## config.mk

```make
export PLATFORM = sky130hd
export DESIGN_NAME = dec_frac_to_bin_flat
export DESIGN_NICKNAME = d
export VERILOG_FILES = /design/src/rtl/dec_frac_pkg.sv /design/src/rtl/dec_frac_to_bin_if.sv /design/src/rtl/frac_double_step.sv /design/src/rtl/dec_frac_to_bin.sv /design/src/flat_wrapper.sv
export SDC_FILE = /design/constraint.sdc
export NUM_CORES = 1
export LEC_CHECK = 0
export ABC_AREA = 1
export CORE_MARGIN = 5
export CORE_UTILIZATION = 35
export CTS_CLUSTER_SIZE = 8
export DETAILED_ROUTE_END_ITERATION = 16
export GPL_ROUTABILITY_DRIVEN = 0
export PLACE_DENSITY_LB_ADDON = 0.05
export SETUP_SLACK_MARGIN = 0.1
export SKIP_CTS_REPAIR_TIMING = 1
export SLEW_MARGIN = 30
export SYNTH_ARGS = -nofsm -noshare
export SYNTH_HDL_FRONTEND = slang
export SYNTH_HIERARCHICAL = 1
export SYNTH_SLANG_ARGS = --single-unit
```

## constraint.sdc

```tcl
create_clock -name clk -period 1.95 [get_ports clk]
set_input_delay 0.585 -clock clk [delete_from_list [all_inputs] [get_ports clk]]
set_output_delay 0.585 -clock clk [all_outputs]
set_load 0.01 [all_outputs]
```

## src/rtl/dec_frac_pkg.sv

```systemverilog
// rtl/dec_frac_pkg.sv - FSM state encoding, DEN constant and width helpers for dec_frac_to_bin
package dec_frac_pkg;

  typedef logic [1:0] state_t;

  localparam state_t ST_IDLE  = 2'd0;
  localparam state_t ST_CONV  = 2'd1;
  localparam state_t ST_ROUND = 2'd2;
  localparam state_t ST_DONE  = 2'd3;

  function automatic int unsigned den_of(input int unsigned ddig);
    int unsigned d;
    d = 1;
    for (int unsigned i = 0; i < ddig; i++) d = d * 10;
    return d;
  endfunction

  function automatic int x_width(input int unsigned ddig);
    return $clog2(den_of(ddig));
  endfunction

  // Remainder holds 2*R before subtraction, so it needs one more value range than x_dec.
  function automatic int r_width(input int unsigned ddig);
    return $clog2(2 * den_of(ddig));
  endfunction

endpackage

```

## src/rtl/dec_frac_to_bin_if.sv

```systemverilog
// rtl/dec_frac_to_bin_if.sv - request/result bundle between a requester and dec_frac_to_bin
interface dec_frac_to_bin_if #(
  parameter int NBITS = 8,
  parameter int DDIG  = 5
);
  import dec_frac_pkg::*;

  localparam int XW = x_width(DDIG);

  logic             start;
  logic [XW-1:0]    x_dec;
  logic             busy;
  logic             done;
  logic [0:NBITS-1] z_bi;
  logic             exact;
  logic             err;

  modport master (output start, x_dec, input busy, done, z_bi, exact, err);
  modport slave  (input start, x_dec, output busy, done, z_bi, exact, err);

endinterface

```

## src/rtl/frac_double_step.sv

```systemverilog
// rtl/frac_double_step.sv - one combinational doubling step of decimal-fraction to binary conversion
module frac_double_step #(
  parameter int DDIG = 5,
  parameter int RW   = dec_frac_pkg::r_width(DDIG)
) (
  input  logic [RW-1:0] i_rem,
  output logic [RW-1:0] o_rem,
  output logic          o_bit
);
  import dec_frac_pkg::*;

  localparam logic [RW-1:0] DEN = RW'(den_of(DDIG));

  logic [RW-1:0] w_r2;

  assign w_r2  = i_rem << 1;
  assign o_bit = (w_r2 >= DEN);
  assign o_rem = o_bit ? (w_r2 - DEN) : w_r2;

endmodule

```

## src/rtl/dec_frac_to_bin.sv

```systemverilog
// rtl/dec_frac_to_bin.sv - serial decimal fraction to binary converter; DEC_FRAC_TO_BIN_ROUND_EN enables round-to-nearest
module dec_frac_to_bin #(
  parameter int NBITS = 8,
  parameter int DDIG  = 5
) (
  input  logic              clk,
  input  logic              rst,
  dec_frac_to_bin_if.slave  bus
);
  import dec_frac_pkg::*;

  localparam int RW = r_width(DDIG);
  localparam int CW = $clog2(NBITS + 2);
`ifdef DEC_FRAC_TO_BIN_ROUND_EN
  localparam int STEPS = NBITS + 1;
`else
  localparam int STEPS = NBITS;
`endif
  localparam logic [CW-1:0]    LAST  = CW'(STEPS - 1);
  localparam logic [RW-1:0]    DEN   = RW'(den_of(DDIG));
  localparam logic [0:NBITS-1] Z_MSB = NBITS'(1) << (NBITS - 1);

  state_t           r_state;
  logic [RW-1:0]    r_rem;
  logic [CW-1:0]    r_cnt;
  logic [0:NBITS-1] r_z;
  logic             r_exact;
  logic             r_err;
`ifdef DEC_FRAC_TO_BIN_ROUND_EN
  logic             r_guard;
`endif

  logic [RW-1:0]    w_x;
  logic [RW-1:0]    w_rem_nxt;
  logic             w_bit;
  logic             w_last;
  logic [0:NBITS-1] w_mask;

  frac_double_step #(.DDIG(DDIG), .RW(RW)) u_step (
    .i_rem (r_rem),
    .o_rem (w_rem_nxt),
    .o_bit (w_bit)
  );

  assign w_x    = RW'(bus.x_dec);
  assign w_last = (r_cnt == LAST);
  // Mask walks off the end on the guard step, so the guard bit is never stored.
  assign w_mask = Z_MSB >> r_cnt;

  always_ff @(posedge clk or posedge rst) begin
    if (rst) begin
      r_state <= ST_IDLE;
      r_rem   <= '0;
      r_cnt   <= '0;
      r_z     <= '0;
      r_exact <= 1'b0;
      r_err   <= 1'b0;
`ifdef DEC_FRAC_TO_BIN_ROUND_EN
      r_guard <= 1'b0;
`endif
    end else begin
      case (r_state)
        ST_IDLE: begin
          if (bus.start) begin
            r_rem   <= w_x;
            r_cnt   <= '0;
            r_z     <= '0;
            r_exact <= 1'b0;
            if (w_x >= DEN) begin
              r_err   <= 1'b1;
              r_state <= ST_DONE;
            end else begin
              r_err   <= 1'b0;
              r_state <= ST_CONV;
            end
          end
        end
        ST_CONV: begin
          r_rem <= w_rem_nxt;
          r_cnt <= r_cnt + CW'(1);
          if (w_bit) r_z <= r_z | w_mask;
          if (w_last) begin
`ifdef DEC_FRAC_TO_BIN_ROUND_EN
            r_guard <= w_bit;
            r_exact <= (w_rem_nxt == '0) && !w_bit;
            r_state <= ST_ROUND;
`else
            r_exact <= (w_rem_nxt == '0);
            r_state <= ST_DONE;
`endif
          end
        end
`ifdef DEC_FRAC_TO_BIN_ROUND_EN
        ST_ROUND: begin
          if (r_guard && !(&r_z)) r_z <= r_z + NBITS'(1);
          r_state <= ST_DONE;
        end
`endif
        ST_DONE: r_state <= ST_IDLE;
        default: r_state <= ST_IDLE;
      endcase
    end
  end

  assign bus.busy  = (r_state == ST_CONV) || (r_state == ST_ROUND);
  assign bus.done  = (r_state == ST_DONE);
  assign bus.z_bi  = r_z;
  assign bus.exact = r_exact;
  assign bus.err   = r_err;

endmodule

```

## src/flat_wrapper.sv

```systemverilog
// flat-port wrapper written by rule: the top's interface ports become plain ports
module dec_frac_to_bin_flat import dec_frac_pkg::*;
#(
  parameter int NBITS = 8,
  parameter int DDIG  = 5
)
  (clk, rst, bus_start, bus_x_dec, bus_busy, bus_done, bus_z_bi, bus_exact, bus_err);
  dec_frac_to_bin_if #(.NBITS(NBITS), .DDIG(DDIG)) bus_i ();
  input  logic clk;
  input  logic rst;
  input wire logic [$bits(bus_i.start)-1:0] bus_start;
  input wire logic [$bits(bus_i.x_dec)-1:0] bus_x_dec;
  output wire logic [$bits(bus_i.busy)-1:0] bus_busy;
  output wire logic [$bits(bus_i.done)-1:0] bus_done;
  output wire logic [$bits(bus_i.z_bi)-1:0] bus_z_bi;
  output wire logic [$bits(bus_i.exact)-1:0] bus_exact;
  output wire logic [$bits(bus_i.err)-1:0] bus_err;
  assign bus_i.start = bus_start;
  assign bus_i.x_dec = bus_x_dec;
  assign bus_busy = bus_i.busy;
  assign bus_done = bus_i.done;
  assign bus_z_bi = bus_i.z_bi;
  assign bus_exact = bus_i.exact;
  assign bus_err = bus_i.err;
  dec_frac_to_bin #(.NBITS(NBITS), .DDIG(DDIG)) u_core (.clk(clk), .rst(rst), .bus(bus_i));
endmodule
```

==> results.toml <==
[outcome]
status = "finished clean"

[cts]
cts_sinks = 33
cts_root_buf = "clkbuf_8"
numCtsBuffers = 5
clk_pin_slew_ns = 0.07
insertion_delay_ns = 0.28
cts_buffer_depth = 2
htreeDepth = 2
cts_tree = "built"

[worst_setup_path]
critPathLaunchType = "register"
cp_max_fo = 8
worstPathRequired_ns = 2.13
endpoint_kind = "register"
critPathMaxStageDelay_ns = 0.42
cp_slowest_cell = "dfrtp_1"
crit_family = "simple AND/OR/NAND/NOR gates"
crit_chain = "buf_6 -> nand2_4 -> nand3_2 -> nand2_2 -> inv_2 -> nand2_4 -> nand3_4 -> buf_8 -> o21ai_4 -> nor2_1 -> o21a_1"
critPathMostFrequentCell = "nand2_4"
crit_buf_inv = 3
critPathKind = "reg -> reg"
arrival_ns = 2.03

[power]
cellLeakagePower_nw = 1.62
ir_drop_v = 0.000699
fin_total_pwr_mw = 6.15
power_density_nw_per_um2 = 1840

[final_layout]
final_area_sq_um = 3350
seq_area_sq_um = 828
nNetsFinal = 438
drive_gt1_share_pct = 25.0
final_cells = 504
diodes = 0
area_growth_syn_to_layout_pct = 37.2
n_fill_cell = 693
multiInputGateArea_sq_um = 1510

[run]
drv_cap = 0

[yosys]
syn_area_per_cell_sq_um = 6.94
yosys_warnings = 6
synthCells = 352
synthesis.area_sq_um = 2440
postSynthNetCount = 383

[sta]
fmax_mhz = 540
skew_ns = 0.00406
hold_viol_final = 0
period_minus_slack_ns = 1.85
setup_viol = 0
timing.hold.ws_ns = 0.480
rsz0062_at_grt = "yes"
finalMaxSlewViolations = 0
min_period_over_period_pct = 94.9

[global_route]
grt_use_total_pct = 15.7
grt_overflow = 0
grt_pass1_wl_um = 10900
grt_max_degree = 34
antenna_found_initial = 0
grt_pass1_vias = 2260

[worst_hold_path]
hold_path_class = "reg -> reg"

[floorplanning]
die_y_um = 93.5
core_area_sq_um = 6790
die_area_sq_um = 8750
fp.dieW_um = 93.5
num_rows = 30
pin_count = 32
initial_utilization_pct = 35.9

[route]
drc_errors = 0
wl_per_cell_um = 13.1
routed_wl_um = 6610
vias = 2347
drt-pass1-iter-count = 4
drt_iter0_drc = 80
ant_nets = 0
via_per_inst = 4.66

[placement]
placed_area_sq_um = 2990
dp_hpwl_um = 4950
port_buffers = 31
dp.cells = 492
power by group:
group	total (mW)	switching, mW	leakage (nW)	internal (mW)
Combinational	4.16	2.32	1.16	1.84
Sequential	1.32	0.307	0.398	1.01
Clock	0.673	0.256	0.0585	0.417
final timing paths:
check,slack [ns],cells after the start,startpoint,end
worst max-delay path,0.1,11,u_core/r_rem[5],u_core/bus.z_bi[5]
worst min-delay path,0.48,1,u_core/bus.z_bi[5],u_core/bus.z_bi[5]
worst max register to register,0.1,11,u_core/r_rem[5],u_core/bus.z_bi[5]
worst min register to register,0.48,1,u_core/bus.z_bi[5],u_core/bus.z_bi[5]
max in group asynchronous,1.11,3,rst,u_core/r_rem[4]
min in group asynchronous,0.64,3,rst,u_core/bus.z_bi[0]
placed cells by master, fill, tap and decap left out, types with 10 or more instances in the layout:
| master | instances |
|---|---|
| a31oi_1 | 16 |
| buf_4 | 21 |
| buf_6 | 10 |
| clkdlybuf4s50_1 | 29 |
| dfrtp_1 | 31 |
| inv_1 | 24 |
| nand2_1 | 98 |
| nand2_2 | 15 |
| nand3_1 | 16 |
| nand4_1 | 13 |
| nor2_1 | 47 |
| nor2_2 | 12 |
per-stage QoR:
step	TNS, ns	setup slack, ns	utilization (%)
2_1_floorplan	0	0.211	-
3_3_place_gp	-0.149	-0.104	44.0
3_5_place_dp	-0.0873	-0.0817	44.0
4_1_cts	-0.348	-0.192	45.7
5_1_grt	-0.0440	-0.0267	49.3
6_report	0	0.0989	49.3
flip-flops by register name, summed over array words and instances, names as in the netlist:
name and cells:
u_core/r_rem 17, u_core/bus.z_bi 8, u_core/r_cnt 4, u_core/r_state 2, u_core/bus.err 1, u_core/bus.exact 1
layout make-up:
type                            count  area share, %
Multi-Input combinational cell    268           45.1
Tap cell                           96           3.58
Clock buffer                        7           2.58
Clock inverter                      1          0.896
Inverter                           34           4.00
Sequential cell                    33           24.7
Timing Repair Buffer               65           19.1
routing by layer:
layer	track usage [%]	vias to the layer above	wire length, um
met3	2.90	12	275
met2	24.4	47	2930
met5	0	-	0
met4	4.57	0	137
li1	-	1225	-
met1	22.3	1063	3270
No activity file was read; power rests on OpenSTA's default activity.
